===== config.mk =====
export PLATFORM = sky130hd
export DESIGN_NAME = alu_arb_ctrl_flat
export DESIGN_NICKNAME = d
export VERILOG_FILES = /design/src/rtl/alu_pkg.sv /design/src/rtl/alu_arb_ctrl_if.sv /design/src/rtl/alu_core.sv /design/src/rtl/alu_arb_ctrl.sv /design/src/flat_wrapper.sv
export SDC_FILE = /design/constraint.sdc
export NUM_CORES = 1
export LEC_CHECK = 0
export CAP_MARGIN = 20
export CORE_MARGIN = 2
export CORE_UTILIZATION = 50
export DETAILED_ROUTE_END_ITERATION = 10
export GPL_TIMING_DRIVEN = 0
export PLACE_DENSITY_LB_ADDON = 0.25
export REMOVE_ABC_BUFFERS = 1
export SYNTH_ARGS = -nofsm -noshare
export SYNTH_HDL_FRONTEND = slang
export SYNTH_SLANG_ARGS = --single-unit

===== constraint.sdc =====
create_clock -name clk -period 3.6 [get_ports clk]
set_input_delay 0.72 -clock clk [delete_from_list [all_inputs] [get_ports clk]]
set_output_delay 0.72 -clock clk [all_outputs]
set_load 0.1 [all_outputs]

===== src/rtl/alu_pkg.sv =====
// alu_pkg: opcodes, flag bundle and arbiter state shared by the ALU arbiter slice
package alu_pkg;
    localparam int ALU_OP_W = 3;
    localparam logic [ALU_OP_W-1:0] OP_ADD = 3'd0;
    localparam logic [ALU_OP_W-1:0] OP_SUB = 3'd1;
    localparam logic [ALU_OP_W-1:0] OP_NOT = 3'd2;
    localparam logic [ALU_OP_W-1:0] OP_AND = 3'd3;
    localparam logic [ALU_OP_W-1:0] OP_OR  = 3'd4;
    localparam logic [ALU_OP_W-1:0] OP_XOR = 3'd5;
    localparam logic [ALU_OP_W-1:0] OP_SLT = 3'd6;
    localparam logic [ALU_OP_W-1:0] OP_EQ  = 3'd7;
    typedef struct packed {
        logic carry;
        logic overflow;
        logic zero;
    } alu_flags_t;
    typedef enum logic {PRI0, PRI1} arb_state_t;
endpackage


===== src/rtl/alu_arb_ctrl_if.sv =====
// alu_arb_ctrl_if: two-requester command ports plus the single response port
interface alu_arb_ctrl_if import alu_pkg::*; #(parameter int WIDTH = 4);
    logic [1:0] req_valid;
    logic [1:0] req_ready;
    logic [1:0] req_chain;
    logic [1:0][ALU_OP_W-1:0] req_op;
    logic [1:0][WIDTH-1:0] req_a;
    logic [1:0][WIDTH-1:0] req_b;
    logic rsp_valid;
    logic rsp_ready;
    logic rsp_id;
    logic [WIDTH-1:0] rsp_result;
    logic rsp_carry;
    logic rsp_overflow;
    logic rsp_zero;
    modport master(
        output req_valid, req_chain, req_op, req_a, req_b, rsp_ready,
        input req_ready, rsp_valid, rsp_id, rsp_result, rsp_carry, rsp_overflow, rsp_zero
    );
    modport slave(
        input req_valid, req_chain, req_op, req_a, req_b, rsp_ready,
        output req_ready, rsp_valid, rsp_id, rsp_result, rsp_carry, rsp_overflow, rsp_zero
    );
endinterface


===== src/rtl/alu_core.sv =====
// alu_core: combinational WIDTH-bit ALU with carry/borrow, signed overflow and zero flags
module alu_core import alu_pkg::*; #(
    parameter int WIDTH = 4
) (
    input  logic [ALU_OP_W-1:0] op,
    input  logic [WIDTH-1:0]    a,
    input  logic [WIDTH-1:0]    b,
    output logic [WIDTH-1:0]    result,
    output logic                carry,
    output logic                overflow,
    output logic                zero
);
    localparam int M = WIDTH - 1;
    logic [WIDTH:0] sum, dif;
    assign sum = {1'b0, a} + {1'b0, b};
    // the extra top bit of the widened difference is the unsigned borrow
    assign dif = {1'b0, a} - {1'b0, b};
    always_comb begin
        result = '0;
        carry = 1'b0;
        overflow = 1'b0;
        case (op)
            OP_ADD: begin
                result = sum[M:0];
                carry = sum[WIDTH];
                overflow = (a[M] == b[M]) && (sum[M] != a[M]);
            end
            OP_SUB: begin
                result = dif[M:0];
                carry = dif[WIDTH];
                overflow = (a[M] != b[M]) && (dif[M] != a[M]);
            end
            OP_NOT: result = ~a;
            OP_AND: result = a & b;
            OP_OR:  result = a | b;
            OP_XOR: result = a ^ b;
            OP_SLT: result = WIDTH'($signed(a) < $signed(b));
            OP_EQ:  result = WIDTH'(a == b);
            default: result = '0;
        endcase
    end
    assign zero = result == '0;
endmodule


===== src/rtl/alu_arb_ctrl.sv =====
// alu_arb_ctrl: round-robin sharing of one ALU between two requesters with a registered response buffer
module alu_arb_ctrl import alu_pkg::*; #(
    parameter int WIDTH = 4,
    parameter int CNT_W = 8
) (
    input  logic             clk,
    input  logic             rst_n,
    alu_arb_ctrl_if.slave    bus,
    output logic [CNT_W-1:0] ops_done
);
    arb_state_t state_q, state_d;
    logic ptr, gnt, acc, can_accept, vld_q, id_q;
    logic [WIDTH-1:0] a_eff, alu_res, res_q;
    alu_flags_t alu_flg, flg_q;
    assign ptr = state_q == PRI1;
    assign can_accept = !vld_q || bus.rsp_ready;
    assign gnt = bus.req_valid[ptr] ? ptr : !ptr;
    assign acc = can_accept && |bus.req_valid;
    // chained ops reuse the held result even after it has been drained
    assign a_eff = bus.req_chain[gnt] ? res_q : bus.req_a[gnt];
    always_comb begin
        bus.req_ready = acc ? {gnt, !gnt} : 2'b00;
        state_d = acc ? (gnt ? PRI0 : PRI1) : state_q;
    end
    alu_core #(.WIDTH(WIDTH)) u_core (
        .op(bus.req_op[gnt]),
        .a(a_eff),
        .b(bus.req_b[gnt]),
        .result(alu_res),
        .carry(alu_flg.carry),
        .overflow(alu_flg.overflow),
        .zero(alu_flg.zero)
    );
    always_ff @(posedge clk or negedge rst_n) begin
        if (!rst_n) begin
            state_q <= PRI0;
            vld_q <= 1'b0;
            id_q <= 1'b0;
            res_q <= '0;
            flg_q <= '0;
            ops_done <= '0;
        end else begin
            state_q <= state_d;
            if (acc) begin
                vld_q <= 1'b1;
                id_q <= gnt;
                res_q <= alu_res;
                flg_q <= alu_flg;
            end else if (bus.rsp_ready) begin
                vld_q <= 1'b0;
            end
            if (vld_q && bus.rsp_ready) ops_done <= ops_done + CNT_W'(1);
        end
    end
    assign bus.rsp_valid = vld_q;
    assign bus.rsp_id = id_q;
    assign bus.rsp_result = res_q;
    assign bus.rsp_carry = flg_q.carry;
    assign bus.rsp_overflow = flg_q.overflow;
    assign bus.rsp_zero = flg_q.zero;
endmodule


===== src/flat_wrapper.sv =====
// flat-port wrapper written by rule: the top's interface ports become plain ports
module alu_arb_ctrl_flat import alu_pkg::*;
#(
    parameter int WIDTH = 4,
    parameter int CNT_W = 8
)
  (clk, rst_n, ops_done, bus_req_valid, bus_req_chain, bus_req_op, bus_req_a, bus_req_b, bus_rsp_ready, bus_req_ready, bus_rsp_valid, bus_rsp_id, bus_rsp_result, bus_rsp_carry, bus_rsp_overflow, bus_rsp_zero);
  alu_arb_ctrl_if #(.WIDTH(WIDTH)) bus_i ();
  input  logic clk;
  input  logic rst_n;
  output logic [CNT_W-1:0] ops_done;
  input wire logic [$bits(bus_i.req_valid)-1:0] bus_req_valid;
  input wire logic [$bits(bus_i.req_chain)-1:0] bus_req_chain;
  input wire logic [$bits(bus_i.req_op)-1:0] bus_req_op;
  input wire logic [$bits(bus_i.req_a)-1:0] bus_req_a;
  input wire logic [$bits(bus_i.req_b)-1:0] bus_req_b;
  input wire logic [$bits(bus_i.rsp_ready)-1:0] bus_rsp_ready;
  output wire logic [$bits(bus_i.req_ready)-1:0] bus_req_ready;
  output wire logic [$bits(bus_i.rsp_valid)-1:0] bus_rsp_valid;
  output wire logic [$bits(bus_i.rsp_id)-1:0] bus_rsp_id;
  output wire logic [$bits(bus_i.rsp_result)-1:0] bus_rsp_result;
  output wire logic [$bits(bus_i.rsp_carry)-1:0] bus_rsp_carry;
  output wire logic [$bits(bus_i.rsp_overflow)-1:0] bus_rsp_overflow;
  output wire logic [$bits(bus_i.rsp_zero)-1:0] bus_rsp_zero;
  assign bus_i.req_valid = bus_req_valid;
  assign bus_i.req_chain = bus_req_chain;
  assign bus_i.req_op = bus_req_op;
  assign bus_i.req_a = bus_req_a;
  assign bus_i.req_b = bus_req_b;
  assign bus_i.rsp_ready = bus_rsp_ready;
  assign bus_req_ready = bus_i.req_ready;
  assign bus_rsp_valid = bus_i.rsp_valid;
  assign bus_rsp_id = bus_i.rsp_id;
  assign bus_rsp_result = bus_i.rsp_result;
  assign bus_rsp_carry = bus_i.rsp_carry;
  assign bus_rsp_overflow = bus_i.rsp_overflow;
  assign bus_rsp_zero = bus_i.rsp_zero;
  alu_arb_ctrl #(.WIDTH(WIDTH), .CNT_W(CNT_W)) u_core (.clk(clk), .rst_n(rst_n), .bus(bus_i), .ops_done(ops_done));
endmodule

==> results of run 1 <==
[worst paths after layout]
kind	from	end
setup / recovery	bus_req_valid[1]	u_core.bus.rsp_result[0]
hold / removal	u_core.ops_done[7]	u_core.ops_done[7]
setup reg to reg	u_core.ptr	u_core.bus.rsp_result[0]
hold reg to reg	u_core.ops_done[7]	u_core.ops_done[7]
max in group asynchronous	rst_n	u_core.ops_done[6]
min in group asynchronous	rst_n	u_core.ops_done[4]
[synth_stat cells (4+ instances only)]
cell / count
o21ai_0: 7
dfrtp_1: 18
mux2_2: 6
and2_1: 4
a21o_1: 4
and3_1: 7
nand3_1: 13
nor2_1: 11
inv_1: 11
a21oi_1: 17
buf_6: 6
xnor2_1: 8
nand2_1: 19
ha_1: 13
nor2b_1: 6
mux2i_1: 4
[layout make-up]
class	count	area, sq um
multi-input cells	184	1390
clock buffers	4	55.1
fillers	310	1180
well taps	48	60.1
repair buffers	54	512
inverters	11	41.3
flip-flops and latches	18	450
[layer usage]
metal  vias to the layer above  global-route usage  wire, um  share of wire
li1                        932                   -         -              -
met1                       895               0.365      2410           0.45
met2                       111               0.391      2310           0.43
met3                        10              0.0613       587           0.11
met4                         0              0.0714        85          0.016
met5                         -                   0         0              0
[state kept, by name, indices dropped and copies added, names as in the netlist]
| signal | count |
|---|---|
| u_core.bus.rsp_valid | 1 |
| u_core.ops_done | 8 |
| u_core.bus.rsp_overflow | 1 |
| u_core.bus.rsp_zero | 1 |
| u_core.bus.rsp_id | 1 |
| u_core.bus.rsp_carry | 1 |
| u_core.bus.rsp_result | 4 |
| u_core.ptr | 1 |
[power groups by stage]
stage | clock network [mW] | logic (mW) | registers (mW)
CTS | 0.167 | 1.32 | 0.348
global route | 0.174 | 1.43 | 0.361
floorplan | 0 | 0.478 | 0.832
global placement | 0 | 1.28 | 0.344
finish | 0.164 | 1.36 | 0.349
detailed placement | 0 | 1.29 | 0.348
[repair_timing]
item,in CTS,in global routing
pin swaps,0,2
buffers inserted,5,2
setup endpoints to repair,9,2
resized for setup,16,8
gates cloned,0,0
endpoints found under the hold margin,0,0
[cells by family after synthesis]
logic type	after synthesis	share of synthesized area
AND/OR/NAND/NOR	83	0.237
AO/OA/AOI/OAI	67	0.251
multiplexers	10	0.0557
XOR/XNOR	9	0.0408
flip-flops	18	0.233
adder cells (fa/ha/maj)	15	0.105
buffers and inverters	21	0.0778
[cells in the final DEF, fill, tap and decap left out, types with 3 or more instances in the layout]
master,instances
clkdlybuf4s50_1,41
nand2_1,19
dfrtp_1,18
a21oi_1,16
nand3_1,13
ha_1,13
inv_1,11
nor2_1,11
xnor2_1,8
and3_1,7
o21ai_0,7
buf_4,7
mux2_2,5
and2_1,4
a21o_1,4
mux2i_1,4
nor2b_1,4
clkbuf_8,4
o21ai_1,3
nand4_1,3
nand4b_1,3
o211ai_1,3
dlygate4sd2_1,3
==> impl_metrics.tcl, run 1 <==
set metrics [dict create \
    fin_ws_ns 0.115 \
    hold_buffers 0 \
    timing.fmax_mhz 287 \
    fin_total_pwr_mw 1.87 \
    worst_path_max_delay_cell "a2111o_1" \
    r2r_cells 13 \
    ys_ff_latch 18 \
    maxSlewViolCount 0 \
    power.density_mw_per_mm2 747 \
    synth_area_leaders "dfrtp_1, ha_1, a21oi_1, nand2_1, xnor2_1" \
    yosysWarnings 0 \
    wl_per_cell_um 16.9 \
    area_growth_pct 29.9 \
    hold_viol 0 \
    syn_inst 223 \
    cp-end-kind "flip-flop" \
    period_share 0.968 \
    cp_num_buf_inv 3 \
    worst-path-stages 14 \
    hp-class "flip-flop to flip-flop" \
    synth.avg_cell_area_sq_um 8.66 \
    slowest_delay_ns 0.42 \
    final_cells 319 \
    p_seq_frac 0.186 \
    firstDrtPassIters 5 \
    syn-cell-area_sq_mm 0.00193 \
    switching_power_mw 1.08 \
    internal_power_uw 798 \
    clockBufferDepth 2 \
    max-vdd-ir-drop_uv 1040 \
    maxCapViolations 0 \
    route.vias.total 1948 \
    clock_sinks 18 \
    drive_gt1_frac 0.133 \
    yosysTopAreaCell "dfrtp_1" \
    critical_path.max_fanout 5 \
    routed_wl_um 5400 \
    ys_seq_area_frac 0.233 \
    initial_core_util 0.523 \
    hold_slack_ns 0.478 \
    switching_share 0.574 \
    place.gp.congestion 0.950 \
    async_flop_share 1.00 \
    cp_top_family "compound AO/OA/AOI/OAI gates" \
    crit_type "input pin to flip-flop" \
    timing.slew.headroom 0.353 \
    p_leak_nw 1.10 \
    arrival_ns 3.69 \
    htreeDepth 1 \
    tritoncts "done" \
    synth_cell_type_count 59 \
    synth_edf_count 0 \
    worst_slew_pin_slew_ns 0.967 \
    critical_path.most_common_cell "inv_1" \
    cp.required_ns 3.80 \
    finalSetupTns_ns 0 \
    synth_top_cell_area_share 0.233 \
    reg2reg_slack_ns 0.22 \
    grt_max_degree 19 \
    fin_crit_ns 3.48 \
    status "finished, final reports clean" \
    design.core.area_sq_mm 0.00369 \
    dpl_cell_area_sq_mm 0.00235 \
    die_h_um 66.1 \
    cts_buffers 3 \
    io_pins 48 \
    setup_viol 0 \
    synth_flop_cell "dfrtp_1" \
    placed_cells 308 \
    num_rows 22 \
    cts_root_buf "clkbuf_8" \
    fin_area_sq_mm 0.00251 \
    grt_pass1_vias 1843 \
    skew_ns 0.00345 \
    port_buffers 47 \
    holdPathStages 1 \
    hpwlAfterDp_um 3840 \
    nets 316 \
    chipWidth_um 66.1 \
    gr-total-overflow 0 \
    grt_pass1_wl_um 8680 \
    fin_util 0.680 \
    place_ws_ns -1.20 \
    diodes 0 \
    path_cells "clkbuf_2 -> nand2b_4 -> and3_1 -> or2_1 -> a21o_2 -> inv_1 -> ha_1 -> inv_1 -> fa_2 -> a2111oi_4 -> a21oi_2 -> a2111o_1 -> o211ai_1 -> mux2_4" \
    dieArea_sq_mm 0.00437 \
    drtIter0Drc 244 \
    vias_per_cell 6.11 \
    critical_path.startpoint_type "input pin" \
    clockPowerShare 0.088 \
    drt.antenna.violating_nets 0 \
    grtUsageTotal 0.258 \
    drcViolationCount 0 \
    combPwrFrac 0.726 \
    clk_pin_slew_worst_paths_ns 0.07 \
    antenna_found_initial 0 \
    worstSkewPairLatency_ns 0.26 \
]
No activity file was read; power rests on OpenSTA's default activity.
==> run 2: changes to the inputs <==
GPL_ROUTABILITY_DRIVEN = 0   (was not set)
==> run 2 against run 1 <==
  * Hold slack worse by 0.00071 ns
  * Global-route usage fell by 0.30 points
  * First-iteration DRC count down 18%
  * Sequential share of layout area up 0.090 points
  * Clock skew hardly changed
  * Routed wire length shrank 2.2%
  * Critical path type is now input pin to output port
==> impl_metrics.tcl, run 2 (synthesized netlist as in run 1, its figures left out) <==
set metrics [dict create \
    finalSetupTns_ns 0 \
    htreeDepth 1 \
    diodes 0 \
    crit_type "input pin to output port" \
    fin_area_sq_mm 0.00249 \
    area_growth_pct 29.2 \
    drt.antenna.violating_nets 0 \
    drtIter0Drc 199 \
    status "finished, final reports clean" \
    tritoncts "done" \
    vias_per_cell 6.00 \
    fin_total_pwr_mw 1.85 \
    worst_slew_pin_slew_ns 0.970 \
    hold-path-endpoint "u_core.ops_done[7]" \
    seqCellArea_sq_um 450 \
    routed_wl_um 5280 \
    reg2reg_slack_ns 0.28 \
    grt_pass1_vias 1807 \
    reg2reg_from "u_core.ptr" \
    final_common_cell "clkdlybuf4s50_1" \
    final_cells 318 \
    largest_reg_flops 8 \
    grt_max_degree 20 \
    num_rows 22 \
    cp-end-kind "output port" \
    worstSkewPairLatency_ns 0.25 \
    gr-total-overflow 0 \
    holdCritStartpoint "u_core.ops_done[7]" \
    grtUsageTotal 0.255 \
    r2r_cells 13 \
    port_buffers 47 \
    final_cell_mix "clkdlybuf4s50_1, nand2_1, dfrtp_1" \
    critical_path.startpoint_type "input pin" \
    cp.required_ns 2.88 \
    clk_pin_slew_worst_paths_ns 0.07 \
    place_ws_ns -1.16 \
    hold_slack_ns 0.478 \
    drcViolationCount 0 \
    clock_sinks 18 \
    cts_root_buf "clkbuf_8" \
    antenna_found_initial 0 \
    nFillCells 308 \
    firstDrtPassIters 4 \
    timing.fmax_mhz 287 \
    reg2reg_to "u_core.bus.rsp_result[0]" \
    nets 315 \
    p_leak_nw 1.10 \
    maxSlewViolCount 0 \
    die_h_um 66.1 \
    fin_ws_ns 0.121 \
    holdPathStages 1 \
    clockBufferDepth 2 \
    chipWidth_um 66.1 \
    skew_ns 0.00341 \
    multi_input_area_sq_mm 0.00137 \
    hpwlAfterDp_um 3740 \
    wl_per_cell_um 16.6 \
    maxCapViolations 0 \
    power.density_mw_per_mm2 740 \
    timing.slew.headroom 0.352 \
    hold_buffers 0 \
    grt_pass1_wl_um 8600 \
    max-vdd-ir-drop_uv 1040 \
    io_pins 48 \
    hold_viol 0 \
    initial_core_util 0.523 \
    drive_gt1_frac 0.126 \
    route.vias.total 1908 \
    design.core.area_sq_mm 0.00369 \
    fin_crit_ns 3.48 \
    arrival_ns 2.76 \
    period_share 0.966 \
    critical_path.max_fanout 7 \
    fin_util 0.676 \
    rsz0062_at_grt "false" \
    dpl_cell_area_sq_mm 0.00235 \
    placed_cells 308 \
    dieArea_sq_mm 0.00437 \
    setup_viol 0 \
    cts_buffers 3 \
    top_register "u_core.ops_done" \
    hp-class "flip-flop to flip-flop" \
]
run 2: cell types whose count changed in the layout (fill, tap and decap cells not counted), sizes merged:
cell / before / now
buf: 7 / 6
clkbuf: 6 / 5
clkdlybuf4s15: 0 / 2
dlygate4sd2: 3 / 1
dlymetal6s2s: 1 / 2
run 2: area by class of cell:
cell class	count	area share
Multi-Input combinational cell	184	0.550
Timing Repair Buffer	53	0.207
Sequential cell	18	0.181
Tap cell	48	0.0241
Clock buffer	4	0.0221
Inverter	11	0.0165
run 2: power by group:
part | total, mW | leakage, nW | internal, mW | switching, mW
logic | 1.34 | 0.847 | 0.415 | 0.920
clock network | 0.163 | 0.0288 | 0.0972 | 0.0659
registers | 0.348 | 0.221 | 0.274 | 0.0738
total | 1.85 | 1.10 | 0.786 | 1.06
run 2: routing by layer:
metal	wire length, um	share of wire	global-route usage
met1	2330	0.44	0.367
met5	0	0	0
met3	597	0.11	0.0647
met4	116	0.022	0.0587
met2	2240	0.42	0.383
run 2: worst max path at each step:
stage,start,to,slack (ns)
floorplan,bus_req_valid[0],u_core.bus.rsp_result[0],-0.14
global placement,bus_req_valid[0],u_core.bus.rsp_result[0],-1.11
detailed placement,bus_req_valid[0],u_core.bus.rsp_result[0],-1.16
CTS,bus_req_chain[1],u_core.bus.rsp_result[0],0.005
global route,bus_rsp_ready,bus_req_ready[1],0.002
finish,bus_rsp_ready,bus_req_ready[1],0.12
run 2: critical path, stage by stage:
cell	delay, ns
clkdlybuf4s50_1	0.53
nand2b_1	0.16
o21ai_1	0.22
nor2_1	0.27
clkdlybuf4s15_1	0.86
run 2: timing repair:
item	CTS	global route
pin swaps	0	1
gates resized for setup	17	6
buffers inserted	4	2
setup endpoints to repair	9	3
